$ cat src/rtl/sim_halt_monitor.sv
// Run-termination monitor: watches commit channels for halt, error, timeout and commit stall,
// then raises a sticky done with the winning cause plus saturating cycle/commit counters.
module sim_halt_monitor #(
  parameter int NUM_CH         = 2,
  parameter int CNT_W          = 32,
  parameter int TIMEOUT_CYCLES = 100000000,
  parameter int STALL_CYCLES   = 10000,
  parameter int DRAIN_CYCLES   = 5,
  parameter int ERR_W          = 16
) (
  input  logic                    clk,
  input  logic                    rst,
  input  logic                    enable,
  input  logic [NUM_CH-1:0]       commit,
  input  logic [NUM_CH-1:0]       halt,
  input  logic [NUM_CH*ERR_W-1:0] errcode,
  output logic                    done,
  output logic [2:0]              cause,
  output logic [2:0]              err_ch,
  output logic [ERR_W-1:0]        err_val,
  output logic [CNT_W-1:0]        cycle_cnt,
  output logic [CNT_W-1:0]        commit_cnt
);

  typedef enum logic [1:0] {S_IDLE, S_RUN, S_DRAIN, S_DONE} state_t;

  localparam logic [2:0] C_HALT    = 3'd1;
  localparam logic [2:0] C_TIMEOUT = 3'd2;
  localparam logic [2:0] C_STALL   = 3'd3;
  localparam logic [2:0] C_ERROR   = 3'd4;

  localparam int DW = (DRAIN_CYCLES > 1) ? $clog2(DRAIN_CYCLES) : 1;
  localparam logic [CNT_W-1:0] TO_LAST    = (TIMEOUT_CYCLES > 0) ? CNT_W'(TIMEOUT_CYCLES - 1) : '0;
  localparam logic [CNT_W-1:0] STALL_LAST = (STALL_CYCLES > 0) ? CNT_W'(STALL_CYCLES - 1) : '0;
  localparam logic [DW-1:0]    DR_LAST    = (DRAIN_CYCLES > 0) ? DW'(DRAIN_CYCLES - 1) : '0;

  state_t             state_q;
  logic               done_q;
  logic [2:0]         cause_q;
  logic [2:0]         err_ch_q;
  logic [ERR_W-1:0]   err_val_q;
  logic [CNT_W-1:0]   cycle_q;
  logic [CNT_W-1:0]   commit_q;
  logic [CNT_W-1:0]   stall_q;
  logic [DW-1:0]      drain_q;

  logic               any_err;
  logic               any_halt;
  logic               any_commit;
  logic               timeout_hit;
  logic               stall_hit;
  logic               cnt_en;
  logic [2:0]         err_idx;
  logic [ERR_W-1:0]   err_sel;
  logic [3:0]         n_commit;

  function automatic logic [CNT_W-1:0] sat_add(input logic [CNT_W-1:0] a, input logic [3:0] b);
    logic [CNT_W:0] s;
    s = {1'b0, a} + {{(CNT_W-3){1'b0}}, b};
    return s[CNT_W] ? '1 : s[CNT_W-1:0];
  endfunction

  always_comb begin
    any_err    = 1'b0;
    err_idx    = '0;
    err_sel    = '0;
    n_commit   = '0;
    any_halt   = |(commit & halt);
    any_commit = |commit;
    // Scan downward so the lowest-index erroring channel is the one left selected.
    for (int i = NUM_CH - 1; i >= 0; i--) begin
      if (errcode[i*ERR_W +: ERR_W] != '0) begin
        any_err = 1'b1;
        err_idx = 3'(i);
        err_sel = errcode[i*ERR_W +: ERR_W];
      end
    end
    for (int i = 0; i < NUM_CH; i++) begin
      n_commit = n_commit + 4'(commit[i]);
    end
    timeout_hit = (TIMEOUT_CYCLES > 0) && (cycle_q == TO_LAST);
    stall_hit   = (STALL_CYCLES > 0) && !any_commit && (stall_q == STALL_LAST);
    cnt_en      = ((state_q == S_RUN) && enable) || (state_q == S_DRAIN);
  end

  always_ff @(posedge clk or posedge rst) begin
    if (rst) begin
      state_q   <= S_IDLE;
      done_q    <= 1'b0;
      cause_q   <= '0;
      err_ch_q  <= '0;
      err_val_q <= '0;
      cycle_q   <= '0;
      commit_q  <= '0;
      stall_q   <= '0;
      drain_q   <= '0;
    end else begin
      if (cnt_en) begin
        cycle_q  <= sat_add(cycle_q, 4'd1);
        commit_q <= sat_add(commit_q, n_commit);
      end
      case (state_q)
        S_IDLE: begin
          if (enable) state_q <= S_RUN;
        end
        S_RUN: begin
          if (enable) begin
            if (any_commit)           stall_q <= '0;
            else if (stall_q != '1)   stall_q <= stall_q + CNT_W'(1);
            // Priority: error > halt > stall > timeout; only the winner is recorded.
            if (any_err) begin
              cause_q   <= C_ERROR;
              err_ch_q  <= err_idx;
              err_val_q <= err_sel;
              drain_q   <= '0;
              if (DRAIN_CYCLES == 0) begin
                state_q <= S_DONE;
                done_q  <= 1'b1;
              end else begin
                state_q <= S_DRAIN;
              end
            end else if (any_halt) begin
              cause_q <= C_HALT;
              state_q <= S_DONE;
              done_q  <= 1'b1;
            end else if (stall_hit) begin
              cause_q <= C_STALL;
              state_q <= S_DONE;
              done_q  <= 1'b1;
            end else if (timeout_hit) begin
              cause_q <= C_TIMEOUT;
              state_q <= S_DONE;
              done_q  <= 1'b1;
            end
          end
        end
        S_DRAIN: begin
          if (drain_q == DR_LAST) begin
            state_q <= S_DONE;
            done_q  <= 1'b1;
          end else begin
            drain_q <= drain_q + DW'(1);
          end
        end
        default: ;
      endcase
    end
  end

  assign done       = done_q;
  assign cause      = cause_q;
  assign err_ch     = err_ch_q;
  assign err_val    = err_val_q;
  assign cycle_cnt  = cycle_q;
  assign commit_cnt = commit_q;

endmodule
$ cat config.mk
export PLATFORM = sky130hd
export DESIGN_NAME = sim_halt_monitor
export DESIGN_NICKNAME = d
export VERILOG_FILES = /design/src/rtl/sim_halt_monitor.sv
export SDC_FILE = /design/constraint.sdc
export NUM_CORES = 1
export LEC_CHECK = 0
export BUFFER_PORTS_ARGS = -buffer_cell sky130_fd_sc_hd__buf_2
export CORE_UTILIZATION = 44
export DETAILED_ROUTE_END_ITERATION = 6
export PLACE_DENSITY = 0.69
export SETUP_SLACK_MARGIN = 0.5
export SLEW_MARGIN = 20
export SYNTH_ARGS = -nofsm -noshare
export SYNTH_HDL_FRONTEND = slang
export SYNTH_SLANG_ARGS = --single-unit
$ cat constraint.sdc
create_clock -name clk -period 7.21 [get_ports clk]
set_input_delay 1.442 -clock clk [delete_from_list [all_inputs] [get_ports clk]]
set_output_delay 1.442 -clock clk [all_outputs]
set_load 0.005 [all_outputs]
; ---- After elaboration in Yosys (flattened, before gate mapping)
; Index checks and enable logic that the tools add are counted.
[word_totals]
mem_count = 0
mem_bits_ro = 0
out_inout_bits = 87
latchBits = 0
ram_bits = 0
word_cells = 81
register_bits = 124
input_bits = 39
[op_classes]
n_eq_ne = 14
n_bitwise = 1
reduce_logical = 19
n_shift = 0
div = 0
n_lt_le_gt_ge = 0
add_sub_neg = 5
n_mux = 33
mul = 0
[op_table]
columns = operator, count
row1 = $mux 32, 4
row2 = $add 32x1->33 const B, 1
row3 = $add 32x2->33, 1
row4 = $add 32x1->32 const B, 1
row5 = $eq 32x14->1 const B, 1
row6 = $eq 32x27->1 const B, 1
row7 = $mux 16, 2
row8 = $ne 32x32->1 const B, 1
row9 = $reduce_bool 16->1, 2
row10 = $mux 3, 7
row11 = $mux 2, 7
row12 = $mux 1, 10
row13 = $ne 2x2->1 const B, 5
row14 = $reduce_and 5->1, 2
row15 = $reduce_and 3->1, 3
row16 = $pmux 2 s3, 1
row17 = $pmux 3 s2, 1
row18 = $ne 5x5->1 const B, 1
row19 = $ne 4x4->1 const B, 1
row20 = $reduce_and 4->1, 1
row21 = $reduce_bool 2->1, 2
row22 = $reduce_bool 4->1, 1
row23 = $reduce_or 2->1, 2
row24 = $add 3x1->3 const B, 1
row25 = 12 further kinds, 13

; ---- Logic depth before layout (Yosys ltp)
; Gate-level depths: netlist of the first run.
[logic_depth]
depth_word = 8
ltp_mapped = 11
mapped_depth_nobuf = 9

; ---- Worst setup path before layout of the first run
; Ideal clock, no wire load.
[synth_timing]
path_kind = in2reg
from = input port commit[0]
to = register commit_q[16] (netlist: commit_cnt[16])
setup_time_ps = 134
required_time_ps = 7076
arrival_time_ps = 3316
path_stages = 9
setup_slack_ps = 3760
n_path_buf = 0
cell_sequence = inv_1 -> fa_1 -> inv_1 -> ha_1 -> nand3_1 -> nor4_1 -> nand4_1 -> xor2_1 -> nand2_1
[synth_via]
elab_chain_len = 3
[synth_rtl]
columns = item, line
row1 = from (decl), 14  ; input logic [NUM_CH-1:0] commit,
row2 = $add 1x1->2, 79  ; n_commit = n_commit + 4'(commit[i]);
row3 = $add 32x2->33, 59  ; s = {1'b0, a} + {{(CNT_W-3){1'b0}}, b};
row4 = $mux 32, 60  ; return s[CNT_W] ? '1 : s[CNT_W-1:0];
row5 = to (signal assigned), 100  ; commit_q <= sat_add(commit_q, n_commit);
row6 = to (decl), 43  ; logic [CNT_W-1:0] commit_q;
; No other way between the ends.
; A chain may end at the register's enable or synchronous reset.

; ---- Worst setup path in the final report of the first run
[layout_timing]
from = input port commit[0]
to = register commit_q[25] (netlist: commit_cnt[25])
; The elaborated chain is that of the path after synthesis.

==> flow_summary.ini, run 1 <==
[status]
status = completed

[power]
total_power_mw = 2.286
peakVddDrop_mv = 0.2138
leakagePower_nw = 3.809
power_density_nw_per_um2 = 286.4

[grt]
antenna_found_initial = 0
grt_max_degree = 67
grt_pass1_vias = 5206
grt_pass1_wl_um = 25810
grt-ovfl-total = 0
gr-usage-all-layers_pct = 21.85

[floorplan]
ios = 126
num_rows = 44
die_area_um2 = 15370
initial_core_util_pct = 45.03
die_height_um = 124.0
core_um2 = 14530
chipWidth_um = 124.0

[routing]
postRouteAntennaNets = 0
routed_wl_um = 16350
dr.first_iter.drc_count = 490
post_drt_via_cell_ratio = 5.713
drt_drc_violations_left = 0
vias = 5930
routedWlPerCell_um = 15.76
first_pass_iters = 5

[setup_path]
critPathKind = in -> reg
r2r-end = commit_cnt[25]$_DFFE_PP0P_
end_kind = flop
critPathLaunchType = input pin
crit_chain = buf_2, inv_1, fa_1, inv_1, ha_1, nand3_1, nand2b_1, nor4_2, nand2b_1, a41oi_1
r2r_start = state_q[1]$_DFFE_PP0P_
cp_max_fo = 27
crit_path_top_delay_cell = nand2b_1
ff2ff_setup_slack_ns = 3.96
cp.arrival_ns = 4.32
cpPeakStageDelay_ns = 0.70
critPathBufInv = 3
critical-path-top-delay-family = simple AND/OR/NAND/NOR gates
cp.depth = 10
rr_worst_depth = 7
cp.required_ns = 7.54

[timing]
max_freq_mhz = 250.4
period_needed_ns = 3.994
fin_skew_ns = 0.009161
relSlewSlack_pct = 29.37
setup_tns_ns = 0
maxSlewViolCount = 0
whs_ns = 0.4731
setup_viol = 0
tightest_slew_ns = 1.050
fin_ws_ns = 3.216
finalCritPeriodShare_pct = 55.39
hold_viol = 0
rsz0062_at_grt = no

[cells_and_area]
area_delta_synth_final_pct = 21.97
fin_util_pct = 54.92
finalNonFillerCells = 1038
antenna_cells = 0
layout_commonest_cell = buf_2
nets = 890
n_fill_cell = 1361
final_layout_size_suffix_gt1_share_pct = 20.49
final_area_um2 = 7983
final_cell_mix = buf_2 (123), dfrtp_1 (122), nand2_1 (116)

[min_path]
min_path_cells = 2
worstHoldStart = err_val[13]$_DFFE_PP0P_
hold_path_end = err_val[13]$_DFFE_PP0P_
hp-class = reg -> reg

[yosys]
synth-seq-cells = 122
synth-edff-count = 0
synth_area_um2 = 6545
postSynthAreaPerCell_um2 = 9.090
syn_inst = 720
yosysSeqAreaShare_pct = 46.65
async_flop_share_pct = 100.0
ys.flop_type = dfrtp_1
ys_types = 59
yosys_warnings = 0

[clock_network]
cts_tree = done
worstSkewPairLatency_ns = 0.42
cts_sinks = 122
cts_setup_buffers = 0
ctsResizeCount = 0
numCtsBuffers = 17
clockBufferDepth = 2
clk_pin_slew_worst_paths_ns = 0.06
holdBufCountCts = 0
ctsHtreeMaxLevel = 4
clockRootBuffer = clkbuf_16

[place]
dpl.cell_count = 1006
dp_slack_ns = 2.752
dp_hpwl_um = 11400
post_dp_cell_area_um2 = 7320
port-buffer-count = 123
gp_congestion = 0.8539

[flow_run]
drv_cap = 0
-- where the power goes --
part	switching [mW]	total (mW)	internal, mW
Clock	0.307	0.948	0.641
Combinational	0.280	0.472	0.192
Sequential	0.0827	0.866	0.783
-- cell families (layout without fill, tap and decap cells) --
group / after synthesis / after routing / synth area share [%]
AO/OA/AOI/OAI: 148 / 148 / 14.15
multiplexers: 5 / 5 / 0.8220
XOR/XNOR: 50 / 50 / 6.691
other: 1 / 2 / 0.05730
flip-flops: 122 / 122 / 46.65
AND/OR/NAND/NOR: 341 / 341 / 26.94
buffers and inverters: 43 / 176 / 2.676
adder cells (fa/ha/maj): 10 / 10 / 2.026
-- area by class of cell --
type | count | area, um^2 | share of cell area [%]
multi-input combinational | 556 | 3321 | 41.60
inverter | 16 | 62.56 | 0.7837
tap | 184 | 230.2 | 2.884
sequential | 122 | 3053 | 38.24
timing repair buffer | 128 | 653.1 | 8.182
clock inverter | 10 | 188.9 | 2.367
clock buffer | 22 | 474.2 | 5.940
-- worst max path at each step --
stage                         start                         end
final                     commit[0]  commit_cnt[25]$_DFFE_PP0P_
after detailed placement  commit[0]  commit_cnt[25]$_DFFE_PP0P_
after global placement    commit[0]  commit_cnt[25]$_DFFE_PP0P_
after floorplan                 rst        cause[0]$_DFFE_PP0P_
after global routing      commit[0]  commit_cnt[27]$_DFFE_PP0P_
after CTS                 commit[0]  commit_cnt[25]$_DFFE_PP0P_
-- worst register-to-register path: cells and delay by family, from the launching register on --
family,cells,cell delay [ns]
adder cells (fa/ha/maj),1,0.35
AO/OA/AOI/OAI,2,0.89
buffers and inverters,1,0.10
flip-flops,1,0.40
AND/OR/NAND/NOR,3,1.43
-- state kept, by name (all words and copies together), names as in the netlist --
signal / flops
cause: 3
commit_cnt: 32
cycle_cnt: 32
done: 1
drain_q: 3
err_ch: 1
err_val: 16
stall_q: 32
state_q: 2
-- metal layers --
layer / global-route usage [%] / wire length (um)
met1: 29.51 / 7547
met2: 33.40 / 7543
met3: 5.907 / 1001
met4: 8.333 / 261
met5: 0 / 0
-- synth_stat cells, types with 3 or more instances --
| master | n | area [um^2] |
|---|---|---|
| buf_2 | 5 | 25.02 |
| or2_2 | 4 | 25.02 |
| nor3_1 | 9 | 45.04 |
| dfrtp_1 | 122 | 3053 |
| nor4b_1 | 3 | 26.28 |
| a21oi_1 | 39 | 195.2 |
| nand3_1 | 41 | 205.2 |
| nand2_1 | 116 | 435.4 |
| ha_1 | 9 | 112.6 |
| nor2_1 | 45 | 168.9 |
| and4_1 | 10 | 87.58 |
| xnor2_1 | 23 | 201.4 |
| o21ai_0 | 43 | 215.2 |
| nand2b_1 | 4 | 25.02 |
| nand4_1 | 26 | 162.7 |
| xor2_1 | 27 | 236.5 |
| a31oi_1 | 17 | 106.4 |
| or4_1 | 7 | 52.55 |
| or3_1 | 6 | 37.54 |
| nor4_1 | 28 | 175.2 |
| and3_1 | 19 | 118.9 |
| o41ai_1 | 6 | 52.55 |
| clkbuf_1 | 20 | 75.07 |
| nor4_2 | 3 | 37.54 |
| mux2_2 | 3 | 33.78 |
| and2_1 | 10 | 62.56 |
| o31ai_1 | 15 | 112.6 |
| a41oi_1 | 5 | 43.79 |
| inv_1 | 16 | 60.06 |
No activity file was read; power rests on OpenSTA's default activity.
==> inputs of run 2 (changes only) <==
ABC_AREA = 1   (was default)
PLACE_DENSITY = 0.68   (was 0.69)
clock period = 3.86 ns   (was 7.21 ns; I/O delays follow)
==> run 2 against run 1 <==
- count of clock-buffer cells in the layout fell by 3
- non-clock buffer count did not move
- cell count rose by 48%
- hold slack got worse by 0.016 ns
- first-iteration DRC count rose by 6.3%
- clock power rose by 72%
- utilization fell by 1.7 points
- register-to-register slack got worse by 2.9 ns
==> flow_summary.ini, run 2 <==
[place]
port-buffer-count = 123
gp_congestion = 0.9058
dpl.cell_count = 1503
dp_hpwl_um = 15440
post_dp_cell_area_um2 = 8708

[setup_path]
cpPeakStageDelay_ns = 0.70
critPathKind = reg -> reg
cp_max_fo = 24
rr_worst_depth = 11
critPathBufInv = 3
crit_end = commit_cnt[9]$_DFFE_PP0P_
ff2ff_setup_slack_ns = 1.02
cp.required_ns = 4.11
crit_chain = inv_1, ha_1, nand2_2, clkinv_2, nor2_2, nor2_1, nand2_1, inv_2, nand4_1, or2_1, o21ai_0
critical-path-top-delay-family = simple AND/OR/NAND/NOR gates
end_kind = flop
r2r_start = state_q[1]$_DFFE_PP0P_
r2r-end = commit_cnt[9]$_DFFE_PP0P_
crit_path_top_delay_cell = or2_1
cp.arrival_ns = 3.09
crit_start = state_q[1]$_DFFE_PP0P_
critPathLaunchType = flop
cp.depth = 11

[yosys]
synth-edff-count = 0
async_flop_share_pct = 100.0
synth_area_leaders = dfrtp_1 (38%), nand2_1 (19%), nor2_1 (7.8%), nand3_1 (7.1%), inv_1 (6.1%)
yosysTopAreaCell = dfrtp_1
yosys.cell_count.top_type = nand2_1
yosysSeqAreaShare_pct = 38.47
synth_area_um2 = 7936
postSynthAreaPerCell_um2 = 6.760
yosys.area.top_type_share_pct = 38.47
syn_inst = 1174
yosys_warnings = 0
ys_types = 41
synth-seq-cells = 122
synth_common_cells = nand2_1 (396), nor2_1 (165), inv_1 (129)
ys.flop_type = dfrtp_1

[grt]
gr-usage-all-layers_pct = 23.18
grt_pass1_vias = 7064
grt_pass1_wl_um = 34250
grt-ovfl-total = 0
grt_max_degree = 49
antenna_found_initial = 0

[power]
p_int_mw = 2.842
peakVddDrop_mv = 0.3265
sw_frac_of_total_pct = 33.33
leakagePower_nw = 4.553
power_frac_seq_pct = 38.1
power_density_nw_per_um2 = 458.3
total_power_mw = 4.263
pwr-share-clk_pct = 38.1
p_sw_mw = 1.421
power_frac_comb_pct = 23.7

[floorplan]
initial_core_util_pct = 45.41
chipWidth_um = 136.3
die_height_um = 136.3
core_um2 = 17480
ios = 126
die_area_um2 = 18580
num_rows = 48

[routing]
routedWlPerCell_um = 13.31
postRouteAntennaNets = 0
dr.first_iter.drc_count = 521
vias = 7695
post_drt_via_cell_ratio = 5.016
first_pass_iters = 5
drt_drc_violations_left = 0
routed_wl_um = 20420

[clock_network]
holdBufCountCts = 0
clockRootBuffer = clkbuf_16
ctsHtreeMaxLevel = 4
cts_sinks = 122
cts_setup_buffers = 0
numCtsBuffers = 17
clk_pin_slew_worst_paths_ns = 0.06
ctsResizeCount = 0
cts_tree = done
worstSkewPairLatency_ns = 0.43
clockBufferDepth = 2

[timing]
fin_skew_ns = 0.007990
rsz0062_at_grt = no
hold_viol = 0
finalCritPeriodShare_pct = 73.45
max_freq_mhz = 352.7
maxSlewViolCount = 0
relSlewSlack_pct = 39.79
setup_viol = 0
setup_tns_ns = 0
whs_ns = 0.4571
tightest_slew_ns = 0.8999
period_needed_ns = 2.835

[flow_run]
drv_cap = 0

[cells_and_area]
finalNonFillerCells = 1534
final_cell_mix = nand2_1 (396), nor2_1 (165), inv_1 (128)
n_fill_cell = 1766
final_layout_size_suffix_gt1_share_pct = 14.74
area_delta_synth_final_pct = 17.20
layout_commonest_cell = nand2_1
nets = 1346
final_area_um2 = 9301
antenna_cells = 0

[min_path]
hp-class = reg -> reg

[status]
status = completed
## run 2: power groups by stage
stage	clock network, mW	registers, mW	logic [mW]
2_1_floorplan	0	1.63	0.702
3_3_place_gp	0	1.64	0.993
3_5_place_dp	0	1.64	1.02
4_1_cts	1.64	1.62	1.02
5_1_grt	1.70	1.65	1.16
6_report	1.63	1.63	1.01
## run 2: layout make-up
type                    count  area, um^2  share of cell area (%)
clock inverters            12       150.1                   1.614
well taps                 225       281.5                   3.027
inverters                 135       514.2                   5.529
multi-input cells         893        4194                   45.09
clock buffers              19       442.9                   4.762
flip-flops and latches    122        3053                   32.82
repair buffers            128       665.6                   7.156
## run 2: cells by family (layout without fill, tap and decap cells)
kind of cell    after synthesis  count (layout)  synth area share (%)
fa+ha+maj                    10              10                 1.671
flops                       122             122                 38.47
other cells                   1               2               0.04725
simple gates                776             776                 42.27
compound gates               65              65                 4.399
buf+inv                     160             294                 8.734
xor+xnor                     40              40                 4.414
## run 2: through the flow
stage          utilization [%]  setup slack (ns)
2_1_floorplan                -             1.236
3_3_place_gp             49.83            0.7100
5_1_grt                  53.22            0.6848
4_1_cts                  53.22            0.9939
3_5_place_dp             49.83            0.6335
6_report                 53.22             1.025
## run 2: how the worst min path moves through the flow
stage	start	endpoint	slack, ns	depth (start not counted)
floorplan	done$_DFFE_PP0P_	done$_DFFE_PP0P_	0.46	2
global placement	done$_DFFE_PP0P_	done$_DFFE_PP0P_	0.45	2
detailed placement	done$_DFFE_PP0P_	done$_DFFE_PP0P_	0.45	2
CTS	done$_DFFE_PP0P_	done$_DFFE_PP0P_	0.46	2
global route	done$_DFFE_PP0P_	done$_DFFE_PP0P_	0.48	2
finish	done$_DFFE_PP0P_	done$_DFFE_PP0P_	0.46	2
## run 2: layer usage
metal	GRT usage (%)	up-vias	share of wire [%]
met2	37.90	169	47
met3	3.617	22	3.7
li1	-	3958	-
met5	0	-	0
met1	31.71	3546	48
met4	6.049	0	1.2
## run 2: worst reg2reg max path: cells and delay by family, from the launching register on
kind | cells | cell delay (ns)
AOI/OAI and AO/OA | 1 | 0.21
adders and majority gates | 1 | 0.25
buffers and inverters | 3 | 0.23
DFF | 1 | 0.39
and+or+nand+nor | 6 | 1.60
